### config.mk
export PLATFORM = sky130hd
export DESIGN_NAME = uart_rx
export DESIGN_NICKNAME = d
export VERILOG_FILES = /design/src/rtl/uart_pkg.sv /design/src/rtl/uart_baud_tick.sv /design/src/rtl/uart_rx.sv
export SDC_FILE = /design/constraint.sdc
export NUM_CORES = 1
export LEC_CHECK = 0
export BUFFER_PORTS_ARGS = -buffer_cell sky130_fd_sc_hd__buf_2
export CAP_MARGIN = 30
export CORE_MARGIN = 5
export CORE_UTILIZATION = 45
export CTS_CLUSTER_DIAMETER = 120
export DETAILED_ROUTE_END_ITERATION = 10
export GPL_TIMING_DRIVEN = 0
export SLEW_MARGIN = 15
export SYNTH_ARGS = -nofsm -noshare
export SYNTH_HDL_FRONTEND = slang
export SYNTH_HIERARCHICAL = 1
export SYNTH_SLANG_ARGS = --single-unit
### constraint.sdc
create_clock -name clkI -period 2.7 [get_ports clkI]
set_clock_uncertainty 0.2 [all_clocks]
set_input_delay 0.405 -clock clkI [delete_from_list [all_inputs] [get_ports clkI]]
set_output_delay 0.405 -clock clkI [all_outputs]
set_load 0.03 [all_outputs]
### src/rtl/uart_pkg.sv
// uart_pkg: shared UART state encoding, oversampling constants and baud divisor helper.
package uart_pkg;

    typedef enum logic [2:0] {IDLE, START, DATA, PARITY, STOP} uart_rx_state_t;

    localparam int OVERSAMPLE = 16;
    localparam int MID_SAMPLE = 8;

    function automatic int calc_div(input int clk_hz, input int baud);
        return (clk_hz + OVERSAMPLE * baud / 2) / (OVERSAMPLE * baud);
    endfunction

endpackage

### src/rtl/uart_baud_tick.sv
// uart_baud_tick: 1-cycle tick every DIV clocks; restartI realigns the phase to zero.
module uart_baud_tick #(
    parameter int DIV = 10
) (
    input  logic clkI,
    input  logic rstI,
    input  logic restartI,
    output logic tickO
);

    localparam int W = $clog2(DIV);

    logic [W-1:0] cnt_q, cnt_d;

    assign tickO = cnt_q == W'(DIV - 1);

    always_comb cnt_d = (restartI || tickO) ? '0 : cnt_q + W'(1);

    always_ff @(posedge clkI) begin
        if (rstI) cnt_q <= '0;
        else      cnt_q <= cnt_d;
    end

endmodule

### src/rtl/uart_rx.sv
// uart_rx: 16x-oversampled UART receiver (8N1) with a 1-entry valid/ready output buffer.
// Define UART_RX_PARITY_EN to add an even-parity bit and the parityErrO output.
module uart_rx
    import uart_pkg::*;
#(
    parameter int CLK_HZ    = 50_000_000,
    parameter int BAUD      = 9600,
    parameter int DATA_BITS = 8
) (
    input  logic                 clkI,
    input  logic                 rstI,
    input  logic                 rxI,
    output logic [DATA_BITS-1:0] dataO,
    output logic                 validO,
    input  logic                 readyI,
    output logic                 frameErrO,
    output logic                 overrunO,
    output logic                 busyO
`ifdef UART_RX_PARITY_EN
    ,
    output logic                 parityErrO
`endif
);

    localparam int DIV = calc_div(CLK_HZ, BAUD);
`ifdef UART_RX_PARITY_EN
    localparam uart_rx_state_t AFTER_DATA = PARITY;
`else
    localparam uart_rx_state_t AFTER_DATA = STOP;
`endif

    if (DIV < 2) begin : g_div_chk
        $error("uart_rx: baud divisor must be >= 2");
    end
    if (DATA_BITS < 5 || DATA_BITS > 8) begin : g_bits_chk
        $error("uart_rx: DATA_BITS must be 5..8");
    end

    logic                 rx_m_q, rx_s_q;
    uart_rx_state_t       state_q, state_d;
    logic [3:0]           smp_q, smp_d;
    logic [2:0]           idx_q, idx_d;
    logic [DATA_BITS-1:0] sh_q, sh_d, data_q, data_d;
    logic                 armed_q, armed_d;
    logic                 valid_q, valid_d;
    logic                 ferr_q, ferr_d;
    logic                 ovr_q, ovr_d;
    logic                 tick, restart, mid, load;
`ifdef UART_RX_PARITY_EN
    logic                 pbad_q, pbad_d;
    logic                 perr_q, perr_d;
`endif

    uart_baud_tick #(.DIV(DIV)) u_tick (
        .clkI    (clkI),
        .rstI    (rstI),
        .restartI(restart),
        .tickO   (tick)
    );

    assign mid = tick && smp_q == 4'(MID_SAMPLE - 1);

    // armed_q blocks a new start until the line has been seen idle, which also absorbs breaks
    always_comb begin
        state_d = state_q;
        smp_d   = tick ? smp_q + 4'd1 : smp_q;
        idx_d   = idx_q;
        sh_d    = sh_q;
        armed_d = armed_q;
        restart = 1'b0;
        load    = 1'b0;
        ferr_d  = 1'b0;
`ifdef UART_RX_PARITY_EN
        pbad_d  = pbad_q;
        perr_d  = 1'b0;
`endif
        case (state_q)
            IDLE: begin
                armed_d = armed_q || rx_s_q;
                if (armed_q && !rx_s_q) begin
                    state_d = START;
                    restart = 1'b1;
                    smp_d   = '0;
                    armed_d = 1'b0;
                end
            end
            START: if (mid) begin
                state_d = rx_s_q ? IDLE : DATA;
                idx_d   = '0;
            end
            DATA: if (mid) begin
                sh_d    = {rx_s_q, sh_q[DATA_BITS-1:1]};
                idx_d   = idx_q + 3'd1;
                state_d = idx_q == 3'(DATA_BITS - 1) ? AFTER_DATA : DATA;
            end
`ifdef UART_RX_PARITY_EN
            PARITY: if (mid) begin
                pbad_d  = rx_s_q ^ (^sh_q);
                state_d = STOP;
            end
`endif
            STOP: if (mid) begin
                state_d = IDLE;
                ferr_d  = !rx_s_q;
`ifdef UART_RX_PARITY_EN
                perr_d  = pbad_q;
                load    = rx_s_q && !pbad_q;
`else
                load    = rx_s_q;
`endif
            end
            default: state_d = IDLE;
        endcase
        valid_d = valid_q && !readyI;
        data_d  = data_q;
        ovr_d   = 1'b0;
        if (load) begin
            ovr_d   = valid_q && !readyI;
            valid_d = 1'b1;
            data_d  = (valid_q && !readyI) ? data_q : sh_q;
        end
    end

    always_ff @(posedge clkI) begin
        if (rstI) begin
            rx_m_q  <= 1'b1;
            rx_s_q  <= 1'b1;
            state_q <= IDLE;
            smp_q   <= '0;
            idx_q   <= '0;
            sh_q    <= '0;
            data_q  <= '0;
            armed_q <= 1'b0;
            valid_q <= 1'b0;
            ferr_q  <= 1'b0;
            ovr_q   <= 1'b0;
`ifdef UART_RX_PARITY_EN
            pbad_q  <= 1'b0;
            perr_q  <= 1'b0;
`endif
        end else begin
            rx_m_q  <= rxI;
            rx_s_q  <= rx_m_q;
            state_q <= state_d;
            smp_q   <= smp_d;
            idx_q   <= idx_d;
            sh_q    <= sh_d;
            data_q  <= data_d;
            armed_q <= armed_d;
            valid_q <= valid_d;
            ferr_q  <= ferr_d;
            ovr_q   <= ovr_d;
`ifdef UART_RX_PARITY_EN
            pbad_q  <= pbad_d;
            perr_q  <= perr_d;
`endif
        end
    end

    assign dataO     = data_q;
    assign validO    = valid_q;
    assign frameErrO = ferr_q;
    assign overrunO  = ovr_q;
    assign busyO     = state_q != IDLE;
`ifdef UART_RX_PARITY_EN
    assign parityErrO = perr_q;
`endif

endmodule

* Word level (Yosys, flattened, before mapping)
Index checks and enable logic that the tools add are counted.
W data, S select, Z words.
** Word-level totals
- Bits of input ports :: 4
- Flip-flop bits (word level) :: 41
** Cells by class
- Bitwise operators :: 4
- Reductions and logical operators :: 17
- Eq/ne operators :: 10
- Multiplexer cells :: 18
- Add/subtract/negate cells :: 3
** Operators with widths (number)
- $mux W3 :: 6
- $mux W4 :: 3
- $pmux W3 S4 :: 1
- $add A9 B1 Y9 const B :: 1
- $eq A9 B9 Y1 const B :: 1
- $ne A2 B2 Y1 const B :: 4
- $eq A3 B3 Y1 const B :: 2
- $mux W1 :: 6
- $pmux W3 S2 :: 1
- $add A4 B1 Y4 const B :: 1
- $eq A4 B3 Y1 const B :: 1
- $not A1 Y1 :: 4
- $reduce_and A2 Y1 :: 2
- $reduce_and A4 Y1 :: 1
- $reduce_or A2 Y1 :: 2
- $add A3 B1 Y3 const B :: 1
- $eq A3 B1 Y1 const B :: 1
- $eq A3 B2 Y1 const B :: 1
- $logic_and A1 B1 Y1 :: 3
- $logic_not A3 Y1 :: 1
- $reduce_and A3 Y1 :: 1
- $reduce_bool A3 Y1 :: 1
- $reduce_or A3 Y1 :: 1
- $logic_not A1 Y1 :: 2
- 3 further kinds :: 4

* Longest topological paths before layout
- Depth in word-level cells :: 6
- Mapped depth :: 9
- Mapped depth without buffers :: 7

* Cells and area by module
The synthesis kept the hierarchy.
** Modules (own cells, without submodules)
- uart_rx :: area an instance 1407.6 µm², times used 1, cells each 145, sequential area each 640.6 µm²
- uart_baud_tick :: area an instance 397.9 µm², times used 1, cells each 45, sequential area each 180.2 µm²

* Worst setup path before layout
OpenSTA, ideal clock, no wires.
- Path type :: register to register
- Start point :: register u_tick.cnt_q[0]
- End point :: register data_q[0], in the netlist dataO[0]
- Setup slack :: 632 ps
- Cell stages (with the launch flop) :: 9
- Data required time :: 2428 ps
- Arrival :: 1796 ps
- Cells stage by stage :: dfxtp_1 -> ha_1 -> nand4bb_1 -> nor2_1 -> and4b_1 -> buf_4 -> and4_4 -> buf_12 -> mux2i_1
** On the way
- Word-level cells in the longest chain between the ends :: 5
** Ends and longest elaborated chain
- from (decl) :: line uart_baud_tick.sv:13 : logic [W-1:0] cnt_q, cnt_d;
- from (signal assigned) :: line uart_baud_tick.sv:21 : else cnt_q <= cnt_d;
- $eq A9 B9 Y1 :: line uart_baud_tick.sv:15 : assign tickO = cnt_q == W'(DIV - 1);
- via tick :: line uart_rx.sv:48 : logic tick, restart, mid, load;
- $logic_and A1 B1 Y1 :: line uart_rx.sv:61 : assign mid = tick && smp_q == 4'(MID_SAMPLE - 1);
- $mux W1 :: line uart_rx.sv:102 : STOP: if (mid) begin
- $mux W1 :: line uart_rx.sv:77 : case (state_q)
- $reduce_and A2 Y1 (no line)
- to (signal assigned) :: line uart_rx.sv:148 : data_q <= data_d;
- to (decl) :: line uart_rx.sv:43 : logic [DATA_BITS-1:0] sh_q, sh_d, data_q, data_d;
The timed path passes the listed nets, and every way through them passes these cells.
A chain may end at the register's enable or synchronous reset.

* Worst setup path in the final report
- Start point :: register u_tick.cnt_q[0]
- End point :: register data_q[5], in the netlist dataO[5]
The elaborated chain is that of the path after synthesis.

==> metrics.md <==
| Metric | Value |
|---|---|
| Setup violators final | `0` |
| Cell Int Power | `0.9292 mW` |
| CTS resizes | `0` |
| Placed Instances | `255` |
| End of the worst register-to-register path | `dataO[5]` |
| Kind of end point of the critical path | `flip-flop` |
| Number of enable flip-flop cells after synthesis | `0` |
| Global route overflow | `0` |
| Final Hold Viols | `0` |
| CTS H-Tree Depth | `2` |
| First-pass iteration count of the detailed router | `4` |
| Highest achievable clock rate | `439.4 MHz` |
| Min Tclk post-route | `2.276 ns` |
| Share of the cycle needed by the critical path after routing | `0.8429` |
| Final cell utilization of the core | `0.5233` |
| Worst Tran Pin Value | `0.5435 ns` |
| Flop2flop setup slack | `0.42 ns` |
| Required time worst endpoint | `2.73 ns` |
| Post-synthesis instance area | `0.001805 mm^2` |
| Vias in the first global route | `1391` |
| Remaining DRCs | `0` |
| Starting utilization of the core area | `0.4579` |
| Arrival time at the worst endpoint | `2.30 ns` |
| Area Overhead vs Synth | `14.28%` |
| Clock root cell | `sky130_fd_sc_hd__clkbuf_8` |
| Portion of synthesized cell area occupied by the leading cell type | `0.4546` |
| Switching share of total power | `0.2068` |
| Hold Crit Start | `rxI` |
| Pwr Total | `1.171 mW` |
| Area of the die | `0.005379 mm^2` |
| Number of standard-cell rows in the floorplan | `23` |
| Prevailing post-synth register cell | `sky130_fd_sc_hd__dfxtp_1` |
| DP HPWL | `2389 um` |
| Via density per instance | `around 5.2` |
| Final Instance Area | `0.002063 mm^2` |
| Nets | `221` |
| Class of the most critical setup path | `flip-flop to flip-flop` |
| Fraction of power consumed by sequential logic | `0.528` |
| Placeable core region | `0.003943 mm^2` |
| Critical Path Start Type | `flip-flop` |
| Via Count | `between 1k and 1.5k` |
| Cell accounting for the most synthesized area | `sky130_fd_sc_hd__dfxtp_1` |
| Power spent charging and discharging nets | `approximately 0.24 mW` |
| Number of stages on the worst hold path | `2` |
| Setup repair bufs after CTS | `0` |
| All-Layer GR Usage | `0.1431` |
| Fin Hold WS | `0.09064 ns` |
| Number of buffers added by the clock tree synthesis step | `5` |
| Biggest fanout along the worst timing path | `8` |
| Total length of routed wires | `3310 um` |
| Clock Power Share | `0.438` |
| Max-cap violations | `0` |
| Result of the run | `completed` |
| Beginning of the worst register-to-register path | `u_tick/cnt_q[0]` |
| Synthesized Nets | `199` |
| Port buffer count | `15` |
| Clk pin slew, worst setup/hold paths | `0.08 ns` |
| Clock insertion delay at the later pin of the skew report | `0.29 ns` |
| Flops & latches, synth | `41` |
| Ratio of cells with drive above 1 in the final layout | `0.1925` |
| Fin. max-slew vios | `0` |
| Hold-critical path endpoint | `rx_m_q` |
| Initial drt markers | `109` |
| Total clock sinks | `41` |
| Worst setup slack after layout | `between 0.4 and 0.5 ns` |
| Met3 Resource Use GR | `0.04925` |
| HP Class | `input port to flip-flop` |
| Vertical die dimension | `between 70 and 80 um` |
| Standard cell area after detailed placement | `0.001943 mm^2` |
| Met1 track demand over resource in global routing | `0.1564` |
| Horizontal die dimension | `73.34 um` |
| Maximum VDD drop | `~0.00045 V` |
| RSZ-0062 raised after global routing | `no` |
| Total of hold buffers inserted after clock tree synthesis | `0` |
| Share of async-settable or async-resettable flops after synthesis | `0` |
| Met2 global-route usage | `0.2502` |
| Top-level port count | `16` |
| Weighted congestion at the end of routability-driven global placement | `0.7767` |
| Power per cell area | `between 500 and 600 mW/mm^2` |
| Slew margin rel. | `0.6361` |
| Antenna cells | `0` |
| Register-to-Register Path Depth | `8` |
| Antenna violations before repair | `0` |
| Antenna violation net count after detailed routing | `0` |
| Top post-synthesis cells by area | `sky130_fd_sc_hd__dfxtp_1 45%, sky130_fd_sc_hd__nand2b_1 5.9%, sky130_fd_sc_hd__mux2i_1 5.5%` |
| Max Root-Sink Buffers | `2` |
| Setup WS pre-CTS | `0.4064 ns` |
| Number of warning messages in the yosys log | `6` |
| Portion of the post-synthesis area used by sequential elements | `0.4546` |
| Maximum number of pins on one net before global-route repair | `14` |
| First-pass GRT wire length | `~6000 um` |
| Synthesized area per cell | `9.503 um^2` |
| Final-layout setup total negative slack | `0 ns` |
| Routed WL per cell | `between 10 and 15 um` |
| CTS tree | `yes` |
| Gate count of the mapped netlist | `190` |
| Count of non-filler cells in the finished layout | `~260` |
| Peak-usage layer in the global routing report | `met2` |
| Power share of the combinational group | `0.034` |
| Leakage Power | `approximately 0.77 nW` |
| Post-synthesis cell type count | `40` |
layout make-up:
class,count,area [um^2]
fill,379,1879
timing repair buffer,15,75.07
multi-input combinational,132,880.8
sequential,41,820.8
clock inverter,2,37.54
buffer,12,85.08
clock buffer,6,82.58
inverter,5,18.77
tap,50,62.56
power by group through the flow:
stage               logic [mW]  registers [mW]  clock network, mW
global route            0.0461           0.620              0.554
detailed placement      0.0411           0.633                  0
floorplan               0.0304           0.631                  0
global placement        0.0395           0.632                  0
CTS                     0.0414           0.618              0.530
finish                  0.0403           0.618              0.513
state kept, by name (all words and copies together), names as in the netlist:
signal and cells:
armed_q 1, dataO 8, frameErrO 1, idx_q 3, overrunO 1, rx_m_q 1
rx_s_q 1, sh_q 8, smp_q 4, state_q 3, u_tick/cnt_q 9, validO 1
worst max path at each step:
stage	startpoint	end	slack (ns)	cells after the start
final	u_tick/cnt_q[0]	dataO[5]	0.42	8
after global routing	u_tick/cnt_q[0]	dataO[3]	0.21	8
after CTS	u_tick/cnt_q[0]	dataO[5]	0.39	8
after detailed placement	u_tick/cnt_q[0]	dataO[5]	0.41	8
after global placement	u_tick/cnt_q[0]	dataO[5]	0.47	8
after floorplan	u_tick/cnt_q[0]	dataO[0]	0.63	8
cells in the mapped netlist, types with 3 or more instances:
cell                       count
sky130_fd_sc_hd__a21oi_1      14
sky130_fd_sc_hd__buf_2         4
sky130_fd_sc_hd__buf_4         3
sky130_fd_sc_hd__clkbuf_1      3
sky130_fd_sc_hd__dfxtp_1      41
sky130_fd_sc_hd__ha_1          5
sky130_fd_sc_hd__inv_1         5
sky130_fd_sc_hd__mux2i_1      10
sky130_fd_sc_hd__nand2b_1     17
sky130_fd_sc_hd__nand3_1      15
sky130_fd_sc_hd__nand4_1       4
sky130_fd_sc_hd__nor2_1       16
sky130_fd_sc_hd__o21ai_0      12
sky130_fd_sc_hd__or3_1         5
sky130_fd_sc_hd__xnor2_1       3
sky130_fd_sc_hd__xor2_1        4
logic make-up (layout without fill, tap and decap cells):
family / count (synthesis) / in the layout / synth area share
fa+ha+maj: 5 / 5 / 0.03465
compound gates: 34 / 34 / 0.1109
xor+xnor: 7 / 7 / 0.03396
simple gates: 75 / 75 / 0.2467
buf+inv: 17 / 40 / 0.05752
mux: 11 / 11 / 0.06168
flops: 41 / 41 / 0.4546
layer usage:
metal | wire [um] | share of wire | vias up
li1 | - | - | 706
met1 | 1500 | 0.45 | 645
met2 | 1621 | 0.49 | 15
met3 | 133 | 0.040 | 4
met4 | 54 | 0.016 | 0
met5 | 0 | 0 | -
cells in the final DEF, fill, tap and decap left out, drive strengths merged:
cell type  instances
mux2               1
nand4              4
a21boi             1
nor3               2
or2                2
buf               24
mux2i             10
nor3b              2
nor2b              2
and3               1
o21ai             13
a21oi             14
nand3             15
a22o               2
and4               1
nor2              16
clkbuf             9
or3                5
a31oi              1
dfxtp             41
xor2               4
nor4               1
a31o               1
a211o              1
xnor2              3
and4b              1
or3b               1
nand2b            17
nand4b             1
inv                5
nand2              2
bufinv             1
a211oi             1
nand4bb            2
ha                 5
clkinvlp           1
critical path, stage by stage (launching register included):
cell	delay (ns)
sky130_fd_sc_hd__dfxtp_1	0.40
sky130_fd_sc_hd__ha_1	0.17
sky130_fd_sc_hd__nand4bb_1	0.14
sky130_fd_sc_hd__nor2_1	0.38
sky130_fd_sc_hd__and4b_1	0.25
sky130_fd_sc_hd__buf_4	0.14
sky130_fd_sc_hd__and4_4	0.22
sky130_fd_sc_hd__buf_12	0.13
sky130_fd_sc_hd__mux2i_1	0.18
No activity file was read; power rests on OpenSTA's default activity.
